==> src/rtl/div_pkg.sv <==
// Shared types and helpers for the seq_div_unit iterative divider.
package div_pkg;

    typedef enum logic [1:0] {
        IDLE = 2'd0,
        CALC = 2'd1,
        FIX  = 2'd2,
        DONE = 2'd3
    } div_state_t;

    // Counter width: must hold the value parallelism, not only parallelism-1.
    function automatic int cnt_w(input int parallelism);
        return $clog2(parallelism + 1);
    endfunction

endpackage

==> src/rtl/div_cond_neg.sv <==
// Combinational conditional two's complement: y = en ? -a : a.
module div_cond_neg #(
    parameter int unsigned width = 32
) (
    input  logic             en,
    input  logic [width-1:0] a,
    output logic [width-1:0] y
);

    always_comb begin
        y = a;
        if (en) begin
            y = (~a) + width'(1);
        end
    end

endmodule

==> src/rtl/seq_div_unit.sv <==
// Iterative radix-2 restoring divider with handshake, abort and RISC-V special cases.
// Optional macro DIV_SPECIAL_FAST_EN: divide-by-zero / signed overflow bypass CALC.
module seq_div_unit
    import div_pkg::*;
#(
    parameter int unsigned parallelism = 32
) (
    input  logic                   clk,
    input  logic                   rst_n,
    input  logic                   valid,
    input  logic                   usigned_n,
    input  logic                   abort,
    input  logic [parallelism-1:0] dividend,
    input  logic [parallelism-1:0] divisor,
    output logic                   in_ready,
    output logic [parallelism-1:0] quotient,
    output logic [parallelism-1:0] reminder,
    output logic                   res_ready,
    output logic                   div_by_zero,
    output logic                   overflow
);

    localparam int unsigned P  = parallelism;
    localparam int unsigned CW = cnt_w(parallelism);
    localparam logic [P-1:0] MIN_VAL = {1'b1, {(P-1){1'b0}}};

    div_state_t state, state_nx;

    logic [CW-1:0] cnt;
    logic [P-1:0]  rem_r, dvd_r, dsr_r, orig_r;
    logic          q_neg, r_neg, dz_p, ov_p;

    logic          accept, is_dz, is_ov, special;
    logic [P-1:0]  mag_a, mag_b, q_fix, r_fix;
    logic [P:0]    diff;

    assign accept  = valid && (state == IDLE) && !abort;
    assign is_dz   = (divisor == '0);
    assign is_ov   = usigned_n && (dividend == MIN_VAL) && (divisor == '1);
    assign special = is_dz || is_ov;
    assign diff    = {rem_r, dvd_r[P-1]} - {1'b0, dsr_r};

    div_cond_neg #(.width(P)) u_neg_a (.en(usigned_n & dividend[P-1]), .a(dividend), .y(mag_a));
    div_cond_neg #(.width(P)) u_neg_b (.en(usigned_n & divisor[P-1]),  .a(divisor),  .y(mag_b));
    div_cond_neg #(.width(P)) u_neg_q (.en(q_neg), .a(dvd_r), .y(q_fix));
    div_cond_neg #(.width(P)) u_neg_r (.en(r_neg), .a(rem_r), .y(r_fix));

    always_ff @(posedge clk) begin
        if (!rst_n) begin
            state <= IDLE;
        end else begin
            state <= state_nx;
        end
    end

    always_comb begin
        state_nx = state;
        case (state)
            IDLE: begin
                if (accept) begin
`ifdef DIV_SPECIAL_FAST_EN
                    state_nx = special ? FIX : CALC;
`else
                    state_nx = CALC;
`endif
                end
            end
            CALC: begin
                if (abort) begin
                    state_nx = IDLE;
                end else if (cnt == CW'(P - 1)) begin
                    state_nx = FIX;
                end
            end
            FIX:     state_nx = abort ? IDLE : DONE;
            DONE:    state_nx = IDLE;
            default: state_nx = IDLE;
        endcase
    end

    always_comb begin
        in_ready  = 1'b0;
        res_ready = 1'b0;
        case (state)
            IDLE:    in_ready  = 1'b1;
            DONE:    res_ready = 1'b1;
            default: ;
        endcase
    end

    // Quotient bits shift into dvd_r as dividend bits shift out of it.
    always_ff @(posedge clk) begin
        if (!rst_n) begin
            cnt         <= '0;
            rem_r       <= '0;
            dvd_r       <= '0;
            dsr_r       <= '0;
            orig_r      <= '0;
            q_neg       <= 1'b0;
            r_neg       <= 1'b0;
            dz_p        <= 1'b0;
            ov_p        <= 1'b0;
            quotient    <= '0;
            reminder    <= '0;
            div_by_zero <= 1'b0;
            overflow    <= 1'b0;
        end else begin
            case (state)
                IDLE: begin
                    if (accept) begin
                        cnt         <= '0;
                        rem_r       <= '0;
                        dvd_r       <= mag_a;
                        dsr_r       <= mag_b;
                        orig_r      <= dividend;
                        q_neg       <= usigned_n & (dividend[P-1] ^ divisor[P-1]);
                        r_neg       <= usigned_n & dividend[P-1];
                        dz_p        <= is_dz;
                        ov_p        <= is_ov;
                        quotient    <= '0;
                        reminder    <= '0;
                        div_by_zero <= 1'b0;
                        overflow    <= 1'b0;
                    end
                end
                CALC: begin
                    cnt   <= cnt + CW'(1);
                    dvd_r <= {dvd_r[P-2:0], ~diff[P]};
                    if (!diff[P]) begin
                        rem_r <= diff[P-1:0];
                    end else begin
                        rem_r <= {rem_r[P-2:0], dvd_r[P-1]};
                    end
                end
                FIX: begin
                    if (!abort) begin
                        div_by_zero <= dz_p;
                        overflow    <= ov_p;
                        if (dz_p) begin
                            quotient <= '1;
                            reminder <= orig_r;
                        end else if (ov_p) begin
                            quotient <= MIN_VAL;
                            reminder <= '0;
                        end else begin
                            quotient <= q_fix;
                            reminder <= r_fix;
                        end
                    end
                end
                default: ;
            endcase
        end
    end

endmodule

==> config.mk <==
export PLATFORM = sky130hd
export DESIGN_NAME = seq_div_unit
export DESIGN_NICKNAME = d
export VERILOG_FILES = /design/src/rtl/div_pkg.sv /design/src/rtl/div_cond_neg.sv /design/src/rtl/seq_div_unit.sv
export SDC_FILE = /design/constraint.sdc
export NUM_CORES = 1
export LEC_CHECK = 0
export CELL_PAD_IN_SITES_DETAIL_PLACEMENT = 1
export CELL_PAD_IN_SITES_GLOBAL_PLACEMENT = 2
export CORE_MARGIN = 1.5
export CORE_UTILIZATION = 37
export DETAILED_ROUTE_END_ITERATION = 10
export HOLD_SLACK_MARGIN = 0.06
export PLACE_DENSITY_LB_ADDON = 0.12
export RECOVER_POWER = 25
export SETUP_SLACK_MARGIN = 0.02
export SLEW_MARGIN = 20
export SYNTH_ARGS = -nofsm -noshare
export SYNTH_HDL_FRONTEND = slang
export SYNTH_SLANG_ARGS = --single-unit
==> constraint.sdc <==
create_clock -name clk -period 7.89 [get_ports clk]
set_input_delay 1.578 -clock clk [delete_from_list [all_inputs] [get_ports clk]]
set_output_delay 1.578 -clock clk [all_outputs]
set_load 0.01 [all_outputs]
==> qor.yml, run 1 <==
drt.antenna.violating_nets: 0
ctsResizeCount: 0
required_ps: 8340
fp.coreArea_mm2: 0.0334
synth.most_common_cell: "dfxtp_1"
vdd_ir_drop_max_mv: 0.152
cts_tree: "yes"
grt_max_degree: 111
hp-class: "flop to flop"
drive_gt1_share_pct: 4.70
maxSlewViolCount: 185
grt_pass1_vias: 11763
finalNonFillerCells: 2088
crit_arrival_ps: 6020
maxCapViolations: 2
numClockSinks: 206
synth.yosys.seq_area_share_pct: 32.9
nets: 1729
hold_violations: 0
cts-hold-fix-buffers: 0
p_seq_share_pct: 40.8
groute.usage.overall_pct: 23.3
clkLatencyLatePin_ps: 540
run_status: "finished, violations left"
yosysWarnings: 0
start_util_pct: 37.5
synth_area_leaders: "dfxtp_1, xnor2_1, nand2_1"
routedWlPerCell_um: 19.6
critical-path-max-stage-delay_ps: 3000
dp_hpwl_um: 30400
p_leak_nw: 6.10
cts.reportedPaths.clkPinSlew_ps: 60
finalClockSkew_ps: 23.4
die_x_um: 187
end_kind: "flop"
setup_viol: 0
intPower_w: 0.00195
synth_top_area_share_pct: 32.9
swShare_pct: 28.3
clk_path_buf_depth: 3
cts_made_buffers: 26
ys_ff_latch: 206
gp_congestion: 0.868
root_buffer: "clkbuf_16"
syn-cell-area_mm2: 0.0125
antenna_cells: 0
worst_pin_slew_ps: 4190
wirelength_um: 40900
route.detailed.drc: 0
io_buffers: 136
synth_top_cell_by_area: "dfxtp_1"
die_y_um: 187
synth_edf_count: 0
cp-start-kind: "input port"
slowest_stage: "clkbuf_1"
antenna_found_initial: 1
rsz0062_at_grt: "no"
max_slew_margin_pct: -180
dieArea_mm2: 0.0350
path_max_fanout: 110
viasPerCell: 5.59
syn_avg_cell_area_um2: 8.07
syn_nets: 1661
placed_cells: 2041
placementRows: 67
violations: "capacitance limit, slew limit"
fmax_mhz: 180
setup.worst_path.class: "input port to flop"
finalSetupTns_ps: 0
drtPass1Iterations: 5
fin_ws_ps: 2320
h-tree-depth: 1
area_growth_pct: 19.7
p_per_area_mw_per_mm2: 181
postCtsSetupRepairBufs: 0
p_sw_w: 0.000770
grt_overflow: 0
synthTopCellsByCount: "dfxtp_1, nand2_1, clkbuf_1, xnor2_1, o21ai_0"
io_pins: 137
ys.flop_type: "dfxtp_1"
grt_first_pass_wirelength_um: 66400
crit_chain: "clkbuf_2 > clkbuf_1 > nand2b_1 > a21oi_1"
synth-async-reset-ratio_pct: 0
min_period_ps: 5570
synth.distinct_cells: 71
p_comb_share_pct: 16.7
num_vias: 11662
final.period_utilization_pct: 70.5
drtIter0Drc: 589
pwr-share-clk_pct: 42.6
dp_slack_ps: 2970
syn_inst: 1553
==> layout by cell type (no fill, tap or decap), types with 10 or more instances in the layout <==
| master | count |
|---|---|
| buf_4 | 10 |
| o21ai_0 | 86 |
| nor2_1 | 52 |
| inv_1 | 58 |
| clkdlybuf4s50_1 | 71 |
| clkbuf_1 | 10 |
| o41ai_1 | 12 |
| a222oi_1 | 29 |
| a22oi_1 | 28 |
| xnor2_1 | 96 |
| nand4_1 | 20 |
| nor2b_1 | 70 |
| nor4_1 | 10 |
| o31ai_1 | 24 |
| ha_1 | 38 |
| a21o_1 | 11 |
| dlygate4sd3_1 | 64 |
| dfxtp_1 | 204 |
| nand2_1 | 203 |
| o21ai_1 | 26 |
| nand3_1 | 33 |
| nor3_1 | 32 |
| and2_1 | 35 |
| clkbuf_16 | 26 |
| xor2_1 | 43 |
| nand2b_1 | 13 |
| a21oi_1 | 81 |
| a21boi_0 | 42 |
| o211a_1 | 26 |
| mux2i_1 | 22 |
| or3_1 | 17 |
| a221oi_1 | 33 |
==> metal layers <==
layer / vias to the layer above / global-route usage (%) / share of wire, %
li1: 5724 / - / -
met1: 5717 / 29.3 / 46
met2: 164 / 42.1 / 49
met3: 57 / 2.03 / 2.2
met4: 0 / 6.73 / 2.8
met5: - / 0 / 0
==> metrics by stage <==
step | hold WS (ps) | power [W] | util (%) | cell area (um2)
2_1_floorplan | 441 | 0.00143 | - | 12500
5_1_grt | 504 | 0.00285 | 44.8 | 15000
3_5_place_dp | 467 | 0.00159 | 42.4 | 14200
3_3_place_gp | 454 | 0.00158 | 42.3 | 14200
6_report | 477 | 0.00272 | 44.8 | 15000
4_1_cts | 475 | 0.00276 | 44.9 | 15000
==> cells by family (layout without fill, tap and decap cells) <==
kind of cell	after synthesis	in the layout	synth area share (%)
buffers and inverters	166	253	5.10
adder cells (fa/ha/maj)	39	39	3.95
AO/OA/AOI/OAI	452	452	25.3
AND/OR/NAND/NOR	528	528	21.1
multiplexers	22	22	1.76
flip-flops	206	206	32.9
XOR/XNOR	140	140	9.85
==> sequential cells by signal (all words and copies together) (netlist names), 2 cells and up <==
name / cells
dsr_r: 32
dvd_r: 32
orig_r: 32
quotient: 32
rem_r: 32
reminder: 32
cnt: 6
state: 2
==> power by group through the flow <==
stage | combinational [W] | clock [W] | sequential, W
floorplan | 0.000313 | 0 | 0.00112
global placement | 0.000449 | 0 | 0.00113
detailed placement | 0.000455 | 0 | 0.00113
CTS | 0.000458 | 0.00119 | 0.00111
global route | 0.000504 | 0.00124 | 0.00111
finish | 0.000454 | 0.00116 | 0.00111
==> area by class of cell <==
cell class	instances	area, um2
tap	448	561
timing repair buffer	148	1440
clock inverter	4	33.8
multi-input combinational	1181	7820
inverter	58	218
fill	3953	18400
sequential	206	4130
clock buffer	43	805
==> path summary, 6_finish.rpt <==
kind,startpoint,depth (start not counted),slack [ps],to
max reg2reg,state[1],7,3550,rem_r[31]
min,orig_r[13],2,480,orig_r[13]
max,rst_n,4,2320,state[1]
min reg2reg,orig_r[13],2,480,orig_r[13]
==> worst max-delay path, delay by kind of cell <==
family / cells / cell delay (ps)
and+or+nand+nor: 1 / 260
AOI/OAI and AO/OA: 1 / 270
buffers and inverters: 2 / 3830
Note: power is estimated with default switching activity, not from simulation.
==> run 2, diff against run 1 <==
- CORE_UTILIZATION: 37 -> 31
- clock period: 7.89 -> 5 ns (I/O delays scaled with it)
==> run 2 against run 1 <==
  * The flow still finishes with violations (capacitance limit, slew limit)
  * Global-route usage shrank 1.2 points
  * Final cell count grew 4.1%
  * Sequential power grew 58%
  * Die area grew 19%
  * Combinational power grew 62%
  * Register-to-register slack lost 2200 ps
  * First-iteration DRC count shrank 18%
  * Cell area grew 1.5%
  * Flip-flop and latch count is the same
  * Critical path depth grew 2
==> qor.yml, run 2 (same netlist as run 1, synthesis figures left out) <==
io_pins: 137  # unchanged
die_y_um: 204  # was 187 um
setup.worst_path.class: "input port to flop"  # unchanged
violations: "capacitance limit, slew limit"  # unchanged
run_status: "finished, violations left"  # unchanged
setup_viol: 0  # unchanged
finalNonFillerCells: 2174  # was 2088
grt_max_degree: 91  # was 111
fillerInstances: 4775  # was 3953
nets: 1737  # was 1729
finalSetupTns_ps: 0  # unchanged
p_per_area_mw_per_mm2: 294  # was 181 mW/mm2
root_buffer: "clkbuf_16"  # unchanged
final_cell_mix: "dfxtp_1, nand2_1, xnor2_1, o21ai_0, a21oi_1"  # unchanged
numClockSinks: 206  # unchanged
h-tree-depth: 1  # unchanged
route.top_layer_used: "met4"  # unchanged
crit_start: "abort"  # was rst_n
rr_startpoint: "rem_r[12]"  # was state[1]
hp-class: "flop to flop"  # unchanged
cts_tree: "yes"  # unchanged
finalClockSkew_ps: 9.42  # was 23.4 ps
antenna_found_initial: 0  # was 1
crit_arrival_ps: 4360  # was 6020 ps
route.detailed.drc: 0  # unchanged
grt_first_pass_wirelength_um: 72100  # was 66400 um
ctsResizeCount: 0  # unchanged
routedWlPerCell_um: 21.1  # was 19.6 um
route.met3.wl_um: 1410  # was 888 um
grt_pass1_vias: 12179  # was 11763
placementRows: 73  # was 67
drive_gt1_share_pct: 5.22  # was 4.70%
area_growth_pct: 21.5  # was 19.7%
drt.antenna.violating_nets: 0  # unchanged
fp.coreArea_mm2: 0.0398  # was 0.0334 mm2
fmax_mhz: 259
end_kind: "flop"  # unchanged
cts.reportedPaths.clkPinSlew_ps: 60  # about the same
drtIter0Drc: 482  # was 589
placed_cells: 2124  # was 2041
gp_congestion: 0.861  # was 0.868
num_vias: 11874  # was 11662
cts_made_buffers: 28  # was 26
groute.usage.overall_pct: 22.1  # was 23.3%
maxSlewViolCount: 63  # was 185
drtPass1Iterations: 7  # was 5
layout_commonest_cell: "dfxtp_1"  # unchanged
wl_met2_um: 22100  # was 20200 um
antenna_cells: 0  # unchanged
vdd_ir_drop_max_mv: 0.262  # was 0.152 mV
rsz0062_at_grt: "no"  # unchanged
final.period_utilization_pct: 77.3
viasPerCell: 5.46  # was 5.59
start_util_pct: 31.5  # was 37.5%
crit_end: "cnt[2]"  # was state[1]
p_leak_nw: 6.18  # was 6.10 nW
clk_path_buf_depth: 3  # unchanged
rrSetupSlack_ps: 1310  # was 3550 ps
cp-start-kind: "input port"  # unchanged
dp_slack_ps: 912  # was 2970 ps
wirelength_um: 45800  # was 40900 um
r2r_end: "rem_r[27]"  # was rem_r[31]
die_x_um: 204  # was 187 um
ff2ff_path_depth: 11  # was 7
cts-hold-fix-buffers: 0  # unchanged
clkLatencyLatePin_ps: 550  # was 540 ps
path_max_fanout: 35  # was 110
maxCapViolations: 2  # unchanged
fin_ws_ps: 1140  # was 2320 ps
io_buffers: 136  # unchanged
hold_violations: 0  # unchanged
worst_pin_slew_ps: 2640  # was 4190 ps
grt_overflow: 0  # unchanged
dp_hpwl_um: 33900  # was 30400 um
dieArea_mm2: 0.0416  # was 0.0350 mm2
wl_met1_um: 21300  # was 18600 um
postCtsSetupRepairBufs: 0  # unchanged
min_period_ps: 3860
max_slew_margin_pct: -76.4  # was -180%
required_ps: 5490  # was 8340 ps
[run 2: worst min path at each step]
stage | from | endpoint | cells past startpoint
CTS | orig_r[19] | orig_r[19] | 2
finish | orig_r[22] | orig_r[22] | 2
detailed placement | orig_r[19] | orig_r[19] | 2
global placement | orig_r[8] | orig_r[8] | 2
global route | quotient[31] | quotient[31] | 2
floorplan | orig_r[1] | reminder[1] | 2
[run 2: stage by stage]
stage | instance area (um2) | power (W) | util, % | hold slack, ps
4_1_cts | 15200 | 0.00455 | 38.3 | 468
2_1_floorplan | 12500 | 0.00226 | - | 441
6_report | 15200 | 0.00447 | 38.2 | 465
3_5_place_dp | 14300 | 0.00253 | 36.0 | 460
5_1_grt | 15200 | 0.00469 | 38.2 | 498
3_3_place_gp | 14300 | 0.00252 | 36.0 | 453
[run 2: per-layer routing]
layer,vias up,GRT usage (%)
met2,174,38.5
met1,5904,29.0
met3,53,2.12
met5,-,0
li1,5743,-
met4,0,5.62
[run 2: power by group]
part           total, W  switching, W  internal (W)
Clock           0.00199      0.000770       0.00122
Sequential      0.00175     0.0000582       0.00169
Combinational  0.000735      0.000437      0.000298
Total           0.00447       0.00127       0.00321
[run 2: final cells by class]
cell class	instances	area, um2	area share, %
multi-input combinational	1181	7790	51.2
sequential	206	4130	27.1
timing repair buffer	154	1520	9.97
clock buffer	43	858	5.64
tap	525	657	4.31
inverter	58	218	1.43
clock inverter	7	60.1	0.394
[run 2: critical path: stages]
cell	delay [ps]
clkdlybuf4s50_1	640
nor4b_1	170
nor2_1	1950
o21ai_0	280
o21ai_0	170
and2_1	130
==> run 3, diff against run 2 <==
- clock period: 5 -> 3.15 ns (I/O delays scaled with it)
==> run 3 against run 2 <==
  * The run still ends with capacitance limit, slew limit left
  * Core utilization is 2.6 points higher
  * Sequential power grew 58%
  * Sequential share of layout area down 1.7 points
  * Flip-flop and latch count did not move
  * Combinational power up 81%
  * Final cell count rose by 5.9%
  * Global-route usage rose by 0.36 points
  * Largest power group unchanged
==> qor.yml, run 3 (same netlist as run 1, synthesis figures left out) <==
routedWlPerCell_um: 20.4  # was 21.1 um
drtPass1Iterations: 6  # was 7
p_per_area_mw_per_mm2: 448  # was 294 mW/mm2
wirelength_um: 47000  # was 45800 um
nets: 1868  # was 1737
path_max_fanout: 6  # was 35
hp-class: "flop to flop"  # unchanged
viasPerCell: 5.37  # was 5.46
route.detailed.drc: 0  # unchanged
run_status: "finished, violations left"  # unchanged
max_slew_margin_pct: -15.1  # was -76.4%
dp_hpwl_um: 35800  # was 33900 um
rsz0062_at_grt: "no"  # unchanged
final.period_utilization_pct: 96.5
crit_arrival_ps: 3460  # was 4360 ps
final_cell_mix: "dfxtp_1, nand2_1, buf_4, clkdlybuf4s50_1, xnor2_1"  # was dfxtp_1, nand2_1, xnor2_1, o21ai_0, a21oi_1
grt_pass1_vias: 12630  # was 12179
grt_overflow: 0  # unchanged
start_util_pct: 31.5  # unchanged
crit_chain: "or3_4 > nor4_2 > or4b_1 > o41a_1 > xor2_1 > a222oi_1 > nor2b_1"  # was clkdlybuf4s50_1 > nor4b_1 > nor2_1 > o21ai_0 > o21ai_0 > and2_1
grt_max_degree: 74  # was 91
setup.worst_path.class: "flop to flop"  # was input port to flop
antenna_cells: 0  # unchanged
dieArea_mm2: 0.0416  # unchanged
fin_ws_ps: 111  # was 1140 ps
maxSlewViolCount: 74  # was 63
drt.antenna.violating_nets: 0  # unchanged
numClockSinks: 206  # unchanged
vdd_ir_drop_max_mv: 0.348  # was 0.262 mV
maxCapViolations: 1  # was 2
drtIter0Drc: 662  # was 482
root_buffer: "clkbuf_16"  # unchanged
placementRows: 73  # unchanged
critical-path-max-stage-delay_ps: 660  # was 1950 ps
crit_family: "simple AND/OR/NAND/NOR gates"  # unchanged
h-tree-depth: 1  # unchanged
worst_pin_slew_ps: 1730  # was 2640 ps
setup_viol: 0  # unchanged
cts_made_buffers: 27  # was 28
die_x_um: 204  # unchanged
drive_gt1_share_pct: 12.3  # was 5.22%
required_ps: 3570  # was 5490 ps
cp-start-kind: "flop"  # was input port
fp.coreArea_mm2: 0.0398  # unchanged
cts_tree: "yes"  # unchanged
path_depth: 7  # was 6
clk_path_buf_depth: 3  # unchanged
io_pins: 137  # unchanged
num_vias: 12356  # was 11874
p_leak_nw: 6.66  # was 6.18 nW
hold_depth: 2  # unchanged
io_buffers: 136  # unchanged
clkLatencyLatePin_ps: 540  # was 550 ps
area_growth_pct: 29.9  # was 21.5%
end_kind: "flop"  # unchanged
cp_num_buf_inv: 0  # was 1
die_y_um: 204  # unchanged
rrSetupSlack_ps: 110  # was 1310 ps
slowest_stage: "or4b_1"  # was nor2_1
grt_first_pass_wirelength_um: 73000  # was 72100 um
cts-hold-fix-buffers: 0  # unchanged
dp_slack_ps: -112  # was 912 ps
hold_violations: 0  # unchanged
groute.usage.overall_pct: 22.4  # was 22.1%
rr_startpoint: "rem_r[8]"  # was rem_r[12]
r2r_end: "reminder[21]"  # was rem_r[27]
ff2ff_path_depth: 7  # was 11
violations: "capacitance limit, slew limit"  # unchanged
antenna_found_initial: 0  # unchanged
p_total_w: 0.00729  # was 0.00447 W
min_period_ps: 3040
layout_commonest_cell: "dfxtp_1"  # unchanged
finalClockSkew_ps: 10.2  # was 9.42 ps
crit_end: "reminder[21]"  # was cnt[2]
crit_start: "rem_r[8]"  # was abort
fmax_mhz: 329
cts.reportedPaths.clkPinSlew_ps: 60  # about the same
gp_congestion: 0.861  # about the same
[run 3: changes by cell type in the layout (fill, tap and decap cells not counted), moves of 4 or more]
cell	before	now
buf_4	17	140
clkbuf_2	0	4
dlygate4sd3_1	62	14
clkdlybuf4s50_1	73	121
[run 3: layout make-up]
class / count / area [um2]
clock buffer: 39 / 791
clock inverter: 8 / 115
fill: 4805 / 23500
inverter: 58 / 218
multi-input combinational: 1182 / 7860
sequential: 206 / 4120
tap: 525 / 657
timing repair buffer: 285 / 2510
[run 3: worst min-delay path, cell delays in order (launching register included)]
cell and delay (ps):
dfxtp_1 310, nand2_1 50, a21boi_1 50
[run 3: what timing repair did]
action | 4_1_cts | 5_1_grt
setup endpoints to repair | 10 | 34
pin swaps | 0 | 6
gates resized for setup | 1 | 10
cloned | 1 | 0
endpoints found under the hold margin | 0 | 0
setup buffers | 1 | 0
[run 3: worst min-delay path by stage]
stage / slack (ps) / start / end
global route: 490 / orig_r[19] / orig_r[19]
CTS: 460 / quotient[31] / quotient[31]
floorplan: 440 / orig_r[1] / reminder[1]
finish: 450 / quotient[31] / quotient[31]
detailed placement: 450 / quotient[31] / quotient[31]
global placement: 450 / quotient[31] / quotient[31]
[run 3: stage by stage]
step           utilization (%)  TNS [ps]  hold slack [ps]  std cells  cell area [um2]
2_1_floorplan                -         0              441       1553            12500
3_3_place_gp              38.5      -444              450       2254            15300
3_5_place_dp              38.5      -661              455       2254            15300
4_1_cts                   40.9         0              463       2303            16300
5_1_grt                   40.9         0              486       2303            16300
6_report                  40.9         0              454       2303            16300
[run 3: metal layers]
layer | part of all wire [%] | wire [um] | GRT usage (%) | up-vias
met2 | 48 | 22600 | 39.1 | 220
met4 | 2.9 | 1370 | 6.88 | 0
li1 | - | - | - | 6007
met1 | 45 | 21100 | 28.7 | 6066
met3 | 4.1 | 1940 | 2.74 | 63
met5 | 0 | 0 | 0 | -
[run 3: power by group]
| group | switching [W] | internal (W) |
|---|---|---|
| sequential | 0.0000743 | 0.00269 |
| clock | 0.00123 | 0.00197 |
| combinational | 0.000755 | 0.000577 |
| total | 0.00206 | 0.00523 |
